--- src/rtl/glb_rd_arbiter_pkg.sv ---
// Shared types and constants for the GLB read-port arbiter.
// The requester indices follow the PE-array router order.
package glb_rd_arbiter_pkg;

  localparam int NUM_REQ_DEF  = 3;
  localparam int DATA_BW_DEF  = 16;
  localparam int ADDR_BW_DEF  = 10;
  localparam int LEN_BW_DEF   = 7;

  localparam int REQ_IACT = 0;
  localparam int REQ_WGHT = 1;
  localparam int REQ_PSUM = 2;

  typedef enum logic [1:0] {
    ST_IDLE  = 2'd0,
    ST_ISSUE = 2'd1,
    ST_DRAIN = 2'd2
  } state_e;

  // Width of a requester index; at least one bit even for a single requester.
  function automatic int ptr_w(input int n);
    return (n > 1) ? $clog2(n) : 1;
  endfunction

endpackage

--- src/rtl/glb_rd_arbiter_if.sv ---
// Bundle of the requester-side burst bus and the GLB read port.
// The slave modport is the arbiter's view, the master modport is the environment's.
interface glb_rd_arbiter_if
  import glb_rd_arbiter_pkg::*;
#(
  parameter int NUM_REQ           = NUM_REQ_DEF,
  parameter int DATA_BITWIDTH     = DATA_BW_DEF,
  parameter int ADDR_BITWIDTH_GLB = ADDR_BW_DEF,
  parameter int LEN_BITWIDTH      = LEN_BW_DEF
);
  logic [NUM_REQ-1:0]                   req;
  logic [NUM_REQ*ADDR_BITWIDTH_GLB-1:0] req_addr;
  logic [NUM_REQ*LEN_BITWIDTH-1:0]      req_len;
  logic [NUM_REQ-1:0]                   grant;
  logic [ADDR_BITWIDTH_GLB-1:0]         glb_r_addr;
  logic                                 glb_read_req;
  logic [DATA_BITWIDTH-1:0]             glb_r_data;
  logic [DATA_BITWIDTH-1:0]             rd_data;
  logic [NUM_REQ-1:0]                   rd_valid;
  logic [NUM_REQ-1:0]                   done;

  modport slave (
    input  req, req_addr, req_len, glb_r_data,
    output grant, glb_r_addr, glb_read_req, rd_data, rd_valid, done
  );

  modport master (
    output req, req_addr, req_len, glb_r_data,
    input  grant, glb_r_addr, glb_read_req, rd_data, rd_valid, done
  );
endinterface

--- src/rtl/glb_rd_arbiter_pick.sv ---
// Combinational round-robin pick: first set request scanning upward from rr_ptr with wrap.
module rr_arbiter_pick
  import glb_rd_arbiter_pkg::*;
#(
  parameter int NUM_REQ = NUM_REQ_DEF,
  parameter int PTR_W   = ptr_w(NUM_REQ_DEF)
) (
  input  logic [NUM_REQ-1:0] req,
  input  logic [PTR_W-1:0]   rr_ptr,
  output logic [NUM_REQ-1:0] winner,
  output logic               found
);

  always_comb begin
    int pos;
    winner = '0;
    found  = 1'b0;
    pos    = 0;
    for (int k = 0; k < NUM_REQ; k++) begin
      pos = int'(rr_ptr) + k;
      if (pos >= NUM_REQ) pos = pos - NUM_REQ;
      for (int i = 0; i < NUM_REQ; i++) begin
        if (!found && req[i] && (i == pos)) begin
          winner[i] = 1'b1;
          found     = 1'b1;
        end
      end
    end
  end

endmodule

--- src/rtl/glb_rd_arbiter.sv ---
// Round-robin owner of the GLB read port: issues one burst per grant and steers
// the one-cycle-late read data back to the owner with valid and done strobes.
module glb_rd_arbiter
  import glb_rd_arbiter_pkg::*;
#(
  parameter int NUM_REQ           = NUM_REQ_DEF,
  parameter int DATA_BITWIDTH     = DATA_BW_DEF,
  parameter int ADDR_BITWIDTH_GLB = ADDR_BW_DEF,
  parameter int LEN_BITWIDTH      = LEN_BW_DEF
) (
  input logic              clk,
  input logic              reset,
  glb_rd_arbiter_if.slave  bus
);

  localparam int PTR_W = ptr_w(NUM_REQ);

  state_e                       state_q, state_d;
  logic [PTR_W-1:0]             rr_ptr_q, rr_ptr_d;
  logic [PTR_W-1:0]             owner_q, owner_d;
  logic [NUM_REQ-1:0]           grant_q, grant_d;
  logic [ADDR_BITWIDTH_GLB-1:0] addr_q, addr_d;
  logic                         read_req_q, read_req_d;
  logic [LEN_BITWIDTH-1:0]      len_q, len_d;
  logic [LEN_BITWIDTH-1:0]      cnt_q, cnt_d;
  logic                         pend_q, pend_d;
  logic [NUM_REQ-1:0]           pend_grant_q, pend_grant_d;
  logic [DATA_BITWIDTH-1:0]     rd_data_q, rd_data_d;
  logic [NUM_REQ-1:0]           rd_valid_q, rd_valid_d;
  logic [NUM_REQ-1:0]           done_q, done_d;

  logic [NUM_REQ-1:0]           win_onehot;
  logic                         win_found;
  logic [PTR_W-1:0]             win_idx;
  logic [ADDR_BITWIDTH_GLB-1:0] win_addr;
  logic [LEN_BITWIDTH-1:0]      win_len;

  rr_arbiter_pick #(
    .NUM_REQ (NUM_REQ),
    .PTR_W   (PTR_W)
  ) u_pick (
    .req    (bus.req),
    .rr_ptr (rr_ptr_q),
    .winner (win_onehot),
    .found  (win_found)
  );

  always_comb begin
    win_idx  = '0;
    win_addr = '0;
    win_len  = '0;
    for (int i = 0; i < NUM_REQ; i++) begin
      if (win_onehot[i]) begin
        win_idx  = PTR_W'(i);
        win_addr = bus.req_addr[i*ADDR_BITWIDTH_GLB +: ADDR_BITWIDTH_GLB];
        win_len  = bus.req_len[i*LEN_BITWIDTH +: LEN_BITWIDTH];
      end
    end
  end

  always_comb begin
    state_d      = state_q;
    rr_ptr_d     = rr_ptr_q;
    owner_d      = owner_q;
    grant_d      = grant_q;
    addr_d       = addr_q;
    read_req_d   = read_req_q;
    len_d        = len_q;
    cnt_d        = cnt_q;
    done_d       = '0;
    // Return path: data lands one cycle after the read, registered once more here.
    pend_d       = read_req_q;
    pend_grant_d = grant_q;
    rd_valid_d   = pend_q ? pend_grant_q : '0;
    rd_data_d    = pend_q ? bus.glb_r_data : rd_data_q;

    unique case (state_q)
      ST_IDLE: begin
        if (win_found) begin
          grant_d    = win_onehot;
          owner_d    = win_idx;
          addr_d     = win_addr;
          len_d      = (win_len == '0) ? LEN_BITWIDTH'(1) : win_len;
          read_req_d = 1'b1;
          cnt_d      = LEN_BITWIDTH'(1);
          state_d    = ST_ISSUE;
        end
      end
      ST_ISSUE: begin
        if (cnt_q < len_q) begin
          addr_d = addr_q + 1'b1;
          cnt_d  = cnt_q + 1'b1;
        end else begin
          read_req_d = 1'b0;
          state_d    = ST_DRAIN;
        end
      end
      ST_DRAIN: begin
        // The final beat is registered on this edge, so done rides with it.
        done_d   = grant_q;
        rr_ptr_d = (owner_q == PTR_W'(NUM_REQ-1)) ? '0 : owner_q + 1'b1;
        grant_d  = '0;
        state_d  = ST_IDLE;
      end
      default: state_d = ST_IDLE;
    endcase
  end

  always_ff @(posedge clk) begin
    if (reset) begin
      state_q      <= ST_IDLE;
      rr_ptr_q     <= PTR_W'(REQ_IACT);
      owner_q      <= '0;
      grant_q      <= '0;
      addr_q       <= '0;
      read_req_q   <= 1'b0;
      len_q        <= '0;
      cnt_q        <= '0;
      pend_q       <= 1'b0;
      pend_grant_q <= '0;
      rd_data_q    <= '0;
      rd_valid_q   <= '0;
      done_q       <= '0;
    end else begin
      state_q      <= state_d;
      rr_ptr_q     <= rr_ptr_d;
      owner_q      <= owner_d;
      grant_q      <= grant_d;
      addr_q       <= addr_d;
      read_req_q   <= read_req_d;
      len_q        <= len_d;
      cnt_q        <= cnt_d;
      pend_q       <= pend_d;
      pend_grant_q <= pend_grant_d;
      rd_data_q    <= rd_data_d;
      rd_valid_q   <= rd_valid_d;
      done_q       <= done_d;
    end
  end

  assign bus.grant        = grant_q;
  assign bus.glb_r_addr   = addr_q;
  assign bus.glb_read_req = read_req_q;
  assign bus.rd_data      = rd_data_q;
  assign bus.rd_valid     = rd_valid_q;
  assign bus.done         = done_q;

endmodule

--- src/flat_wrapper.sv ---
// flat-port wrapper written by rule: the top's interface ports become plain ports
module glb_rd_arbiter_flat import glb_rd_arbiter_pkg::*;
#(
  parameter int NUM_REQ           = NUM_REQ_DEF,
  parameter int DATA_BITWIDTH     = DATA_BW_DEF,
  parameter int ADDR_BITWIDTH_GLB = ADDR_BW_DEF,
  parameter int LEN_BITWIDTH      = LEN_BW_DEF
)
  (clk, reset, bus_req, bus_req_addr, bus_req_len, bus_glb_r_data, bus_grant, bus_glb_r_addr, bus_glb_read_req, bus_rd_data, bus_rd_valid, bus_done);
  glb_rd_arbiter_if #(.NUM_REQ(NUM_REQ), .DATA_BITWIDTH(DATA_BITWIDTH), .ADDR_BITWIDTH_GLB(ADDR_BITWIDTH_GLB), .LEN_BITWIDTH(LEN_BITWIDTH)) bus_i ();
  input logic clk;
  input logic reset;
  input wire logic [$bits(bus_i.req)-1:0] bus_req;
  input wire logic [$bits(bus_i.req_addr)-1:0] bus_req_addr;
  input wire logic [$bits(bus_i.req_len)-1:0] bus_req_len;
  input wire logic [$bits(bus_i.glb_r_data)-1:0] bus_glb_r_data;
  output wire logic [$bits(bus_i.grant)-1:0] bus_grant;
  output wire logic [$bits(bus_i.glb_r_addr)-1:0] bus_glb_r_addr;
  output wire logic [$bits(bus_i.glb_read_req)-1:0] bus_glb_read_req;
  output wire logic [$bits(bus_i.rd_data)-1:0] bus_rd_data;
  output wire logic [$bits(bus_i.rd_valid)-1:0] bus_rd_valid;
  output wire logic [$bits(bus_i.done)-1:0] bus_done;
  assign bus_i.req = bus_req;
  assign bus_i.req_addr = bus_req_addr;
  assign bus_i.req_len = bus_req_len;
  assign bus_i.glb_r_data = bus_glb_r_data;
  assign bus_grant = bus_i.grant;
  assign bus_glb_r_addr = bus_i.glb_r_addr;
  assign bus_glb_read_req = bus_i.glb_read_req;
  assign bus_rd_data = bus_i.rd_data;
  assign bus_rd_valid = bus_i.rd_valid;
  assign bus_done = bus_i.done;
  glb_rd_arbiter #(.NUM_REQ(NUM_REQ), .DATA_BITWIDTH(DATA_BITWIDTH), .ADDR_BITWIDTH_GLB(ADDR_BITWIDTH_GLB), .LEN_BITWIDTH(LEN_BITWIDTH)) u_core (.clk(clk), .reset(reset), .bus(bus_i));
endmodule
--- config.mk ---
export PLATFORM = sky130hd
export DESIGN_NAME = glb_rd_arbiter_flat
export DESIGN_NICKNAME = d
export VERILOG_FILES = /design/src/rtl/glb_rd_arbiter_pkg.sv /design/src/rtl/glb_rd_arbiter_if.sv /design/src/rtl/glb_rd_arbiter_pick.sv /design/src/rtl/glb_rd_arbiter.sv /design/src/flat_wrapper.sv
export SDC_FILE = /design/constraint.sdc
export NUM_CORES = 1
export LEC_CHECK = 0
export BUFFER_PORTS_ARGS = -buffer_cell sky130_fd_sc_hd__buf_2
export CAP_MARGIN = 25
export CORE_MARGIN = 3
export CORE_UTILIZATION = 44
export DETAILED_ROUTE_END_ITERATION = 8
export GPL_ROUTABILITY_DRIVEN = 0
export PLACE_DENSITY = 0.76
export SLEW_MARGIN = 30
export SYNTH_ARGS = -nofsm -noshare
export SYNTH_HDL_FRONTEND = slang
export SYNTH_SLANG_ARGS = --single-unit
--- constraint.sdc ---
create_clock -name clk -period 2.2 [get_ports clk]
set_input_delay 0.11 -clock clk [delete_from_list [all_inputs] [get_ports clk]]
set_output_delay 0.11 -clock clk [all_outputs]
set_load 0.005 [all_outputs]
Word-level counts from Yosys, hierarchy flattened:

Index checks and enable logic that the tools add are counted.

* bits in registers: 60
* input bits: 72
* word-level logic and storage cells: 122

* $add $sub $neg: 8
* magnitude comparators: 4
* equality and inequality tests: 12
* muxes and demuxes: 44
* bitwise operators: 2
* reduce and logical (&&, ||, !) cells: 39

Operators by type and width (number)
* $eq 2x32->1 const A: 3
* $eq 3x32->1 const A: 3
* $logic_not 32->1: 3
* $mux 32: 3
* $mux 10: 5
* $mux 7: 6
* $mux 1: 20
* $pmux 10 s2: 1
* $logic_and 1x1->1: 17
* $pmux 7 s2: 1
* $add 10x1->10 const B: 1
* $logic_not 1->1: 8
* $mux 2: 4
* $sub 3x2->4 const B: 2
* $add 7x1->7 const B: 1
* $logic_not 7->1: 1
* $lt 7x7->1: 1
* $ge 3x2->1 const B: 2
* $pmux 3 s2: 1
* $reduce_and 2->1: 3
* $reduce_and 3->1: 2
* $eq 2x2->1 const B: 2
* $ne 2x2->1 const B: 2
* $pmux 2 s2: 1
* other kinds (13): 16

Depth between registers and ports, before layout:

* depth in word-level cells: 40
* gate-level depth with buffers: 10
* gate-level depth less buffers: 8

Cells and area by module:

A second synthesis with hierarchy kept.

* cell total of the unflattened synthesis: 375
* area total of the unflattened synthesis: 3170.5 µm²

Modules (own cells, without submodules)
* glb_rd_arbiter: instances 1, cells an instance 358, area an instance 3037.9 µm², seq. area each 1201.2 µm²
* rr_arbiter_pick: instances 1, cells an instance 17, area an instance 132.6 µm², seq. area each 0.0 µm²

Worst setup path after synthesis:

OpenSTA, ideal clock, no wires.

* kind: register to register
* start point: register u_core.rr_ptr_q[0]
* end point: register u_core.addr_q[5], in the netlist u_core.bus.glb_r_addr[5]
* arrival time: 1985 ps
* required time: 2108 ps
* slack: 123 ps
* cell stages (with the launch flop): 10
* period minus slack after synthesis: 2077 ps
* path through: dfxtp_1 -> inv_1 -> ha_1 -> nor3_1 -> nor4_1 -> buf_2 -> nor2_2 -> buf_2 -> a21oi_1 -> o32ai_1

* longest elaborated chain between the ends: 40
* elaborated cells on any way between the ends: 69
* those cells by class: 5 x add/sub; 3 x order compare; 7 x eq/ne; 25 x mux; 29 x reduce/logical

Ends and longest elaborated chain
* start: declaration: RTL line glb_rd_arbiter.sv:19 `logic [PTR_W-1:0] rr_ptr_q, rr_ptr_d;`
* start signal: assignment: RTL line glb_rd_arbiter.sv:112 `rr_ptr_q <= PTR_W'(REQ_IACT);`
* start signal: assignment: RTL line glb_rd_arbiter.sv:126 `rr_ptr_q <= rr_ptr_d;`
* $sub 2x2->3 or $ge 2x2->1 (tied branches): RTL line glb_rd_arbiter_pick.sv:21 `if (pos >= NUM_REQ) pos = pos - NUM_REQ;`
* $mux 32: RTL line glb_rd_arbiter_pick.sv:21
* $logic_not 32->1: RTL line glb_rd_arbiter_pick.sv:23 `if (!found && req[i] && (i == pos)) begin`
* $logic_and 1x1->1: RTL line glb_rd_arbiter_pick.sv:23
* $mux 1: RTL line glb_rd_arbiter_pick.sv:23
* $logic_not 1->1: RTL line glb_rd_arbiter_pick.sv:23
* $logic_and 1x1->1 (2 in series): RTL line glb_rd_arbiter_pick.sv:23
* $mux 1: RTL line glb_rd_arbiter_pick.sv:23
* [... 21 more ...]
* $logic_and 1x1->1 (2 in series): RTL line glb_rd_arbiter_pick.sv:23
* $mux 1: RTL line glb_rd_arbiter_pick.sv:23
* $logic_not 1->1: RTL line glb_rd_arbiter_pick.sv:23
* $logic_and 1x1->1 (2 in series): RTL line glb_rd_arbiter_pick.sv:23
* $mux 1: RTL line glb_rd_arbiter_pick.sv:23
* $mux 10: RTL line glb_rd_arbiter.sv:53 `if (win_onehot[i]) begin`
* $mux 10: RTL line glb_rd_arbiter.sv:79 `if (win_found) begin`
* $pmux 10 s2: RTL line glb_rd_arbiter.sv:77 `unique case (state_q)`
* end signal: assignment: RTL line glb_rd_arbiter.sv:129 `addr_q <= addr_d;`
* end: declaration: RTL line glb_rd_arbiter.sv:22 `logic [ADDR_BITWIDTH_GLB-1:0] addr_q, addr_d;`

Several ways; a longest one is shown, not always the timed one. The select of a mux whose other input is x is not followed.
A chain may end at the register's enable or synchronous reset.

Worst setup path in the final report:

* start point: register u_core.rr_ptr_q[0]
* end point: register u_core.addr_q[6], in the netlist u_core.bus.glb_r_addr[6]

Same word-level chain as after synthesis.

==> flow_metrics.tcl <==
set metrics [dict create \
    setup-violations-final 0 \
    synthCells 323 \
    vias_per_cell 5.59 \
    hpwlAfterDp_um 6070 \
    criticalPathCategory "reg -> reg" \
    clockRootBuffer "clkbuf_8" \
    synth_cell_types 49 \
    first_pass_iters 7 \
    status "completed" \
    nets 538 \
    clk_latency_ns 0.35 \
    gr-total-overflow 0 \
    clk_pin_slew_ns 0.08 \
    slowest_stage "dfxtp_1" \
    cp_data_arrival_time_ns 2.38 \
    grt_pass1_wl_um 13800 \
    antenna_found_initial 0 \
    tightest_slew_ns 0.635 \
    coreArea_mm2 0.00613 \
    n_fill_cell 481 \
    fin_crit_ns 2.10 \
    synthesis.area_mm2 0.00289 \
    clock-sinks 60 \
    ys_async_sr_fraction 0 \
    cts_tree "done" \
    path_max_fanout 7 \
    synth_edf_count 0 \
    fmax_mhz 477 \
    cp.buffers_inverters 2 \
    required_ns 2.48 \
    wl_per_cell_um 16.5 \
    powerDensity_mw_per_mm2 849 \
    cp_cell_sequence "inv_1 > ha_2 > a21bo_1 > a211oi_4 > buf_4 > a221oi_1 > a221o_1 > a21oi_1" \
    max_slew_margin 0.576 \
    drive_gt1_frac 0.343 \
    cts_made_buffers 9 \
    critPathLaunchType "register" \
    layout_commonest_cell "buf_2" \
    cts.path.max_buffers 2 \
    p_leak_nw 1.80 \
    critPathMaxStageDelay_ns 0.37 \
    antenna_left 0 \
    regArea_mm2 0.00120 \
    wirelength_um 8830 \
    fp.dieH_um 87.1 \
    layout_common_cells "107 x buf_2, 60 x dfxtp_1, 43 x nor2_1" \
    ys_seq_elements 60 \
    avgSynthCellArea_um2 8.95 \
    drv_cap 0 \
    ys.flop_type "dfxtp_1" \
    grt_use_total 0.236 \
    vdd_drop_max_mv 0.669 \
    grt_pass1_vias 2834 \
    post-route-period-util 0.953 \
    area_growth_syn_to_layout_pct 37.6 \
    ys_warn_count 0 \
    die_x_um 87.1 \
    instances_no_fill 536 \
    slew_viol_final 0 \
    fin_skew_ns 0.00793 \
    drtIter0Drc 271 \
    hold_viol_final 0 \
    antennaDiodeCount 0 \
    ys_seq_area_frac 0.416 \
    ios 108 \
    drc 0 \
    initial_core_util 0.471 \
    dieArea_mm2 0.00758 \
    vias 2994 \
    finalSetupTns_ns 0 \
    critical-path-top-delay-family "compound AO/OA/AOI/OAI gates" \
    multi_input_area_mm2 0.00159 \
    worstSetupEndpointType "register" \
    cts_htree_levels 3 \
    core.rowCount 28 \
    place_inst 505 \
    port_buffers 107 \
    worstHoldPathType "in -> reg" \
    rsz0062_at_grt "true" \
    syn-num-nets 405 \
    grt_max_degree 33 \
]
-- metrics by stage --
stage / power [mW] / area (um2) / setup slack [ns] / util / hold WS (ns)
floorplan: 1.96 / 2890 / 0.123 / - / 0.189
global placement: 2.29 / 3590 / 0.0812 / 0.586 / 0.344
detailed placement: 2.31 / 3590 / -0.0354 / 0.586 / 0.356
CTS: 3.34 / 3940 / 0.00797 / 0.642 / 0.00814
global route: 3.57 / 3980 / -0.0171 / 0.649 / 0.0155
finish: 3.38 / 3980 / 0.103 / 0.649 / 0.0135
-- timing repair --
action	4_1_cts	5_1_grt
endpoints found under the hold margin	14	0
hold buffers	14	0
resized for setup	1	8
pin swaps	0	3
setup buffers	0	1
setup endpoints to repair	3	11
-- registers in the layout (all words and copies together) (netlist names) --
name,flops
u_core.bus.done,3
u_core.bus.glb_r_addr,10
u_core.bus.glb_read_req,1
u_core.bus.grant,3
u_core.bus.rd_data,16
u_core.bus.rd_valid,3
u_core.cnt_q,7
u_core.len_q,7
u_core.owner_q,2
u_core.pend_grant_q,3
u_core.pend_q,1
u_core.rr_ptr_q,2
u_core.state_q,2
-- area by class of cell --
| type | instances | share of cell area |
|---|---|---|
| clock inverters | 7 | 0.0189 |
| flip-flops and latches | 60 | 0.302 |
| well taps | 75 | 0.0236 |
| multi-input cells | 232 | 0.400 |
| inverters | 11 | 0.0104 |
| clock buffers | 9 | 0.0312 |
| repair buffers | 142 | 0.214 |
-- kinds of logic after synthesis --
kind of cell | after synthesis | share of synthesized area
compound gates | 86 | 0.228
xor+xnor | 5 | 0.0152
fa+ha+maj | 10 | 0.0433
buf+inv | 31 | 0.0481
flops | 60 | 0.416
mux | 17 | 0.0589
simple gates | 114 | 0.191
-- cells in the mapped netlist (2+ instances only) --
master / instances / area (um2)
a21oi_1: 19 / 95.1
nand2b_1: 10 / 62.6
nand4_1: 3 / 18.8
buf_2: 6 / 30.0
ha_1: 10 / 125
a222oi_1: 5 / 50.1
a22oi_1: 3 / 22.5
a221oi_1: 7 / 61.3
nor2b_1: 8 / 50.1
nand3_1: 3 / 15.0
buf_6: 2 / 22.5
o21ai_0: 12 / 60.1
clkbuf_1: 10 / 37.5
xor2_1: 3 / 26.3
or2_2: 2 / 12.5
a221o_1: 8 / 80.1
a31oi_1: 2 / 12.5
o2111ai_1: 5 / 43.8
a311oi_1: 2 / 17.5
buf_1: 2 / 7.51
nand3b_1: 2 / 15.0
nor2_1: 43 / 161
nor3_1: 6 / 30.0
o21a_1: 3 / 22.5
inv_1: 11 / 41.3
a2111oi_2: 2 / 30.0
nand2_1: 19 / 71.3
dfxtp_1: 60 / 1200
a211oi_1: 6 / 45.0
and2_1: 6 / 37.5
and3_1: 7 / 43.8
a21o_1: 2 / 15.0
mux2i_1: 17 / 170
xnor2_1: 2 / 17.5
-- worst register-to-register path, cell delays in order, from the launching register on --
cell,delay (ns)
dfxtp_1,0.37
inv_1,0.06
ha_2,0.32
a21bo_1,0.23
a211oi_4,0.29
buf_4,0.21
a221oi_1,0.09
a221o_1,0.32
a21oi_1,0.13
-- metal layers --
layer | global-route usage | up-vias | wire length [um]
met5 | 0 | - | 0
met4 | 0.120 | 0 | 310
met3 | 0.0700 | 28 | 573
met2 | 0.382 | 126 | 4380
met1 | 0.282 | 1404 | 3570
li1 | - | 1436 | -
-- path summary, 6_finish.rpt --
check / start / to / slack [ns] / cells past startpoint
min reg2reg: u_core.pend_grant_q[0]$_SDFF_PP0_ / u_core.bus.rd_valid[0]$_SDFF_PP0_ / 0.43 / 1
max: u_core.rr_ptr_q[0]$_SDFFE_PP0P_ / u_core.bus.glb_r_addr[6]$_SDFFE_PP0P_ / 0.10 / 8
min: bus_glb_r_data[10] / u_core.bus.rd_data[10]$_SDFFE_PP0P_ / 0.01 / 3
max reg2reg: u_core.rr_ptr_q[0]$_SDFFE_PP0P_ / u_core.bus.glb_r_addr[6]$_SDFFE_PP0P_ / 0.10 / 8
-- power by group --
| group | internal [mW] | switching, mW | leakage, nW |
|---|---|---|---|
| logic | 0.480 | 0.546 | 1.21 |
| clock network | 0.530 | 0.490 | 0.104 |
| registers | 1.22 | 0.112 | 0.491 |
Note: power is estimated with default switching activity, not from simulation.
